### config.mk
export PLATFORM = sky130hd
export DESIGN_NAME = ram_dual_ctrl
export DESIGN_NICKNAME = d
export VERILOG_FILES = /design/src/rtl/ram_dual_ctrl_pkg.sv /design/src/rtl/ram_dual_ctrl_rr_arb2.sv /design/src/rtl/ram_dual_ctrl.sv
export SDC_FILE = /design/constraint.sdc
export NUM_CORES = 1
export LEC_CHECK = 0
export BUFFER_PORTS_ARGS = -buffer_cell sky130_fd_sc_hd__clkbuf_2
export CELL_PAD_IN_SITES_DETAIL_PLACEMENT = 1
export CELL_PAD_IN_SITES_GLOBAL_PLACEMENT = 2
export CORE_MARGIN = 10
export CORE_UTILIZATION = 20
export CTS_CLUSTER_DIAMETER = 40
export DETAILED_ROUTE_END_ITERATION = 6
export PLACE_DENSITY_LB_ADDON = 0.1
export SETUP_SLACK_MARGIN = 0.3
export SLEW_MARGIN = 5
export SYNTH_ARGS = -nofsm -noshare
export SYNTH_HDL_FRONTEND = slang
export SYNTH_SLANG_ARGS = --single-unit
### constraint.sdc
create_clock -name clock -period 1.7 [get_ports clock]
set_input_delay 0 -clock clock [delete_from_list [all_inputs] [get_ports clock]]
set_output_delay 0 -clock clock [all_outputs]
set_load 0.05 [all_outputs]
### src/rtl/ram_dual_ctrl_pkg.sv
// ram_dual_ctrl_pkg
// Shared definitions for the dual-port RAM controller: default geometry,
// the controller state encoding and the requester-id encoding used by the
// round-robin arbiters and the read tag.
package ram_dual_ctrl_pkg;

  localparam int DEFAULT_DATA_WIDTH = 8;
  localparam int DEFAULT_ADDR_WIDTH = 6;
  localparam int DEFAULT_INIT_VALUE = 0;

  // INIT sweeps the array to a known value, RUN serves requesters.
  typedef enum logic {
    INIT = 1'b0,
    RUN  = 1'b1
  } ctrl_state_t;

  // Requester identity, also used as the round-robin priority value.
  typedef enum logic {
    REQ_A = 1'b0,
    REQ_B = 1'b1
  } req_id_t;

endpackage

### src/rtl/ram_dual_ctrl_rr_arb2.sv
// rr_arb2
// Two-input round-robin arbiter with a single priority bit.
// Ports:
//   clock, reset     - rising-edge clock, synchronous active-high reset
//   enable           - when low no grant is issued and priority is frozen
//   req_a, req_b     - requests
//   gnt_a, gnt_b     - combinational one-hot (or zero) grants
//   gnt_id           - id of the granted side, REQ_A when nothing granted
module rr_arb2
  import ram_dual_ctrl_pkg::*;
(
  input  logic    clock,
  input  logic    reset,
  input  logic    enable,
  input  logic    req_a,
  input  logic    req_b,
  output logic    gnt_a,
  output logic    gnt_b,
  output req_id_t gnt_id
);

  req_id_t prio_q;

  // A lone requester always wins; on contention the priority holder wins.
  always_comb begin
    gnt_a  = enable && req_a && (!req_b || (prio_q == REQ_A));
    gnt_b  = enable && req_b && (!req_a || (prio_q == REQ_B));
    gnt_id = gnt_b ? REQ_B : REQ_A;
  end

  // Priority passes to the side that lost (or was not served) after a grant.
  always_ff @(posedge clock) begin
    if (reset) begin
      prio_q <= REQ_A;
    end else if (gnt_a) begin
      prio_q <= REQ_B;
    end else if (gnt_b) begin
      prio_q <= REQ_A;
    end
  end

endmodule

### src/rtl/ram_dual_ctrl.sv
// ram_dual_ctrl
// Controller for a simple dual-port RAM (one write port, one registered
// read port). After reset it writes INIT_VALUE to every address, then shares
// the write port between requesters A/B and the read port between A/B with
// independent round-robin arbiters.
// Ports:
//   clock, reset                 - single clock, synchronous active-high reset
//   {a,b}_wr_req/addr/data       - write requests, {a,b}_wr_gnt accept them
//   {a,b}_rd_req/addr            - read requests, {a,b}_rd_gnt accept them
//   {a,b}_rd_valid/data          - read return one cycle after the grant
//   ram_we/write_addr/data       - RAM write port
//   ram_read_addr, ram_q         - RAM read port (q registered in the RAM)
//   init_busy                    - init sweep in progress
module ram_dual_ctrl
  import ram_dual_ctrl_pkg::*;
#(
  parameter int                      DATA_WIDTH = DEFAULT_DATA_WIDTH,
  parameter int                      ADDR_WIDTH = DEFAULT_ADDR_WIDTH,
  parameter logic [DATA_WIDTH-1:0]   INIT_VALUE = DATA_WIDTH'(DEFAULT_INIT_VALUE)
) (
  input  logic                  clock,
  input  logic                  reset,
  input  logic                  a_wr_req,
  input  logic [ADDR_WIDTH-1:0] a_wr_addr,
  input  logic [DATA_WIDTH-1:0] a_wr_data,
  output logic                  a_wr_gnt,
  input  logic                  b_wr_req,
  input  logic [ADDR_WIDTH-1:0] b_wr_addr,
  input  logic [DATA_WIDTH-1:0] b_wr_data,
  output logic                  b_wr_gnt,
  input  logic                  a_rd_req,
  input  logic [ADDR_WIDTH-1:0] a_rd_addr,
  output logic                  a_rd_gnt,
  output logic                  a_rd_valid,
  output logic [DATA_WIDTH-1:0] a_rd_data,
  input  logic                  b_rd_req,
  input  logic [ADDR_WIDTH-1:0] b_rd_addr,
  output logic                  b_rd_gnt,
  output logic                  b_rd_valid,
  output logic [DATA_WIDTH-1:0] b_rd_data,
  output logic                  ram_we,
  output logic [ADDR_WIDTH-1:0] ram_write_addr,
  output logic [DATA_WIDTH-1:0] ram_data,
  output logic [ADDR_WIDTH-1:0] ram_read_addr,
  input  logic [DATA_WIDTH-1:0] ram_q,
  output logic                  init_busy
);

  ctrl_state_t           state;
  logic [ADDR_WIDTH:0]   init_cnt;
  logic [ADDR_WIDTH:0]   init_cnt_next;
  logic                  arb_enable;
  req_id_t               wr_id;
  req_id_t               rd_id;
  logic                  rd_any;
  logic [ADDR_WIDTH-1:0] read_addr_mux;
  logic [ADDR_WIDTH-1:0] last_read_addr;
  logic                  tag_valid;
  req_id_t               tag_owner;

  // Reset is synchronous, so while it is held the arbiters must be muted
  // combinationally even if the state register still says RUN.
  assign arb_enable    = (state == RUN) && !reset;
  assign init_cnt_next = init_cnt + {{ADDR_WIDTH{1'b0}}, 1'b1};
  assign init_busy     = (state == INIT) || reset;

  rr_arb2 u_wr_arb (
    .clock  (clock),
    .reset  (reset),
    .enable (arb_enable),
    .req_a  (a_wr_req),
    .req_b  (b_wr_req),
    .gnt_a  (a_wr_gnt),
    .gnt_b  (b_wr_gnt),
    .gnt_id (wr_id)
  );

  rr_arb2 u_rd_arb (
    .clock  (clock),
    .reset  (reset),
    .enable (arb_enable),
    .req_a  (a_rd_req),
    .req_b  (b_rd_req),
    .gnt_a  (a_rd_gnt),
    .gnt_b  (b_rd_gnt),
    .gnt_id (rd_id)
  );

  // Init sweep: one address per cycle; the carry into the extra counter bit
  // marks that the last address has just been written, so RUN starts on the
  // following cycle.
  always_ff @(posedge clock) begin
    if (reset) begin
      state    <= INIT;
      init_cnt <= '0;
    end else begin
      case (state)
        INIT: begin
          init_cnt <= init_cnt_next;
          if (init_cnt_next[ADDR_WIDTH]) begin
            state <= RUN;
          end
        end
        RUN: begin
          state <= RUN;
        end
        default: begin
          state <= INIT;
        end
      endcase
    end
  end

  // Write port: init sweep owns it in INIT, otherwise the granted requester.
  always_comb begin
    ram_we         = 1'b0;
    ram_write_addr = a_wr_addr;
    ram_data       = a_wr_data;
    if (state == INIT) begin
      ram_we         = !reset;
      ram_write_addr = init_cnt[ADDR_WIDTH-1:0];
      ram_data       = INIT_VALUE;
    end else begin
      ram_we = a_wr_gnt || b_wr_gnt;
      if (wr_id == REQ_B) begin
        ram_write_addr = b_wr_addr;
        ram_data       = b_wr_data;
      end
    end
  end

  // Read port address holds its last granted value when idle so the RAM
  // keeps reading a stable location.
  assign rd_any = a_rd_gnt || b_rd_gnt;

  always_comb begin
    read_addr_mux = (rd_id == REQ_B) ? b_rd_addr : a_rd_addr;
    if (state == INIT) begin
      ram_read_addr = '0;
    end else if (rd_any) begin
      ram_read_addr = read_addr_mux;
    end else begin
      ram_read_addr = last_read_addr;
    end
  end

  // Read tag follows the RAM's one-cycle q register so the returned word is
  // steered to the requester that was granted one cycle earlier.
  always_ff @(posedge clock) begin
    if (reset) begin
      last_read_addr <= '0;
      tag_valid      <= 1'b0;
      tag_owner      <= REQ_A;
    end else begin
      if (rd_any) begin
        last_read_addr <= read_addr_mux;
      end
      tag_valid <= rd_any;
      tag_owner <= rd_id;
    end
  end

  // A read in flight when reset rises must not surface, so valid is also
  // masked during the reset cycle itself.
  assign a_rd_valid = tag_valid && (tag_owner == REQ_A) && !reset;
  assign b_rd_valid = tag_valid && (tag_owner == REQ_B) && !reset;
  assign a_rd_data  = ram_q;
  assign b_rd_data  = ram_q;

endmodule

==> flow_summary.toml <==
[setup_path]
crit_path_end = "ram_read_addr[0]"
worstPathArrival_ns = 1.70
cp-end-kind = "output port"
r2r_start = "state"
required_ns = 1.70
r2r_setup_slack_ns = 0.22
reg2reg_depth = 7
critPathKind = "reg2out"
startpoint_type = "flop"
worstReg2RegEnd = "last_read_addr[3]"
worstPathMaxFanout = 5
cp-startpoint = "state"

[detailed_routing]
wl_mm = 6.416
antenna_left = 0
drc = 0
wl_per_cell_um = 19.33
drt_pass1_iterations = 4
vias = 1698
drt_iter0_drc = 44
vias_per_cell = 5.114

[floorplan]
die_w_um = 102.5
dieArea_um2 = 10500
ios = 98
num_rows = 29
initial_utilization_pct = 20.94
die_height_um = 102.5
core_area_um2 = 6495

[pwr]
power_density_nw_per_um2 = 370.8
total_power_mw = 1.029
power_leakage_nw = 1.055
peakVddDrop_mv = 0.2782

[outcome]
violations = "negative setup slack"
status = "finished, violations left"

[timing]
fin_crit_ns = 1.701
fin_setup_tns_ns = -0.001813
setup_viol = 2
layout_setup_ws_ns = -0.001087
max_freq_mhz = 587.9
hold_viol_final = 0
finClkSkew_ns = 0.003742
rsz0062_at_grt = "yes"
slew_violations = 0
slew_headroom_pct = 65.84
fin_crit_sh_pct = 100.1
worst_slew_pin_slew_ns = 0.5119

[yosys]
yosysUniqueCellTypes = 38
synth_edf_count = 0
synthesis.nets = 227
async_flop_share_pct = 0
ys_ff_latch = 18
synth_warnings = 0
ys.flop_type = "dfxtp_1"
yosysSeqAreaShare_pct = 26.49
synthCells = 172
syn_avg_cell_area_um2 = 7.907
synth_area_um2 = 1360

[grt]
grt_pass1_vias = 1799
globalRouteOverflowTotal = 0
grt_max_degree = 20
grtUsageTotal_pct = 11.37
grt_pass1_wl_mm = 9.639
antenna_found_initial = 0

[placed_design]
gp_congestion = 0.7740
dpl.hpwl_mm = 4.767
place_area_um2 = 2091
port_buffers = 73

[clocking]
clockBufferDepth = 2
cts.clk_slew.worst_paths_ns = 0.07
clock_latency_ns = 0.25
cts_sinks = 18
cts_buffers = 3
htreeDepth = 1
cts_root_buffer = "clkbuf_8"
cts_tree = "done"

[final_layout]
final_layout_size_suffix_gt1_share_pct = 62.35
area_delta_synth_final_pct = 104.0
design_area_um2 = 2774
num-nets-final = 311
diodes = 0
final_util_pct = 42.71

[hold_path]
hold_path_class = "in2out"

[flow_run]
cap_viol_max_count = 0
[synth_stat cells, types with 2 or more instances]
library cell  count  share of area (%)
inv_1             5                1.4
nand4b_1          2                1.3
or3_1             2               0.92
nand2b_1          2               0.92
buf_2             5                1.8
o31ai_1           6                3.3
nor3_1            2               0.74
buf_4            17                9.4
clkbuf_1          3               0.83
buf_1             2               0.55
a311oi_1         12                7.7
buf_6             2                1.7
nand2_1          11                3.0
dfxtp_1          18                 26
and3_1            3                1.4
a21oi_1          10                3.7
and2_1            2               0.92
and4_1            2                1.3
a31oi_1           4                1.8
a221o_1           5                3.7
o21ai_0          11                4.0
nor2_1            9                2.5
xor2_1            3                1.9
nand4_1          16                7.4
nor2b_1           5                2.3
[power breakdown]
part | switching (mW) | internal, mW
combinational | 0.127 | 0.107
clock | 0.151 | 0.206
sequential | 0.00948 | 0.428
total | 0.288 | 0.741
[routing by layer]
| metal | wire length, µm | GRT usage [%] | vias up | share of wire [%] |
|---|---|---|---|---|
| li1 | - | - | 804 | - |
| met3 | 499 | 3.711 | 2 | 7.8 |
| met4 | 21 | 2.386 | 0 | 0.33 |
| met1 | 2497 | 13.14 | 836 | 39 |
| met2 | 3398 | 19.92 | 56 | 53 |
| met5 | 0 | 0 | - | 0 |
[worst max-delay path: stages, from the launching register on]
cell,delay [ns]
dfxtp_2,0.33
nor2b_4,0.25
buf_4,0.19
nand4_1,0.18
a311oi_4,0.31
buf_8,0.19
[registers in the layout (all words and copies together) (netlist names)]
| name | flops |
|---|---|
| init_cnt | 7 |
| last_read_addr | 6 |
| state | 1 |
| tag_owner | 1 |
| tag_valid | 1 |
| u_rd_arb.prio_q | 1 |
| u_wr_arb.prio_q | 1 |
[through the flow]
step                      worst slack, ns  hold slack, ns  instances
after detailed placement          0.09051       0.0005265        309
final                           -0.001087      0.00003374        332
after global routing             -0.06840       0.0001232        332
after floorplan                    0.1267          0.1671        172
after CTS                         0.01537       0.0005265        324
after global placement             0.1551       0.0005265        309
[final cells by class]
type                            instances  area [µm²]
Timing Repair Buffer                  109        1081
Sequential cell                        18       367.9
Fill cell                             732        3721
Tap cell                               77       96.34
Multi-Input combinational cell        116        1117
Inverter                                8       56.30
Clock buffer                            4       55.05
[cell usage in the layout, fill, tap and decap left out, drive strengths merged]
cell,synthesis,routed
buf,27,61
clkbuf,3,52
dfxtp,18,18
nand4,16,16
a311oi,12,12
nand2,11,11
o21ai,11,11
a21oi,10,10
nor2,9,9
inv,7,6
nor2b,6,6
o31ai,6,6
a221o,5,5
a31oi,4,4
xor2,3,3
and3,3,3
clkinv,1,2
and2,2,2
and4,2,2
nand4b,2,2
or3,2,2
nand2b,2,2
nor3,2,2
nand3,1,1
a221oi,1,1
or2,1,1
nor3b,1,1
xnor2,1,1
mux2i,1,1
or4,1,1
ha,1,1
[cells by family after synthesis]
| group | count (synthesis) | share of synthesized area [%] |
|---|---|---|
| flops | 18 | 26.50 |
| fa+ha+maj | 1 | 0.9198 |
| mux | 1 | 0.7360 |
| buf+inv | 38 | 17.94 |
| xor+xnor | 4 | 2.576 |
| simple gates | 61 | 25.94 |
| compound gates | 49 | 25.39 |
[worst min-delay path by stage]
stage,start,to,slack (ns),cells after the start
3_3_place_gp,ram_q[0],b_rd_data[0],0.0005,0
6_report,ram_q[5],a_rd_data[5],0.00003,0
5_1_grt,ram_q[5],a_rd_data[5],0.0001,0
4_1_cts,ram_q[0],b_rd_data[0],0.0005,0
2_1_floorplan,ram_q[0],a_rd_data[0],0.17,1
3_5_place_dp,ram_q[0],b_rd_data[0],0.0005,0
[repair_timing]
action / CTS / global route
pin swaps: 13 / 17
resized for setup: 59 / 57
setup endpoints to repair: 31 / 32
hold buffers: 0 / 0
cloned: 1 / 1
setup buffers: 10 / 7
(Power assumes the default switching activity.)
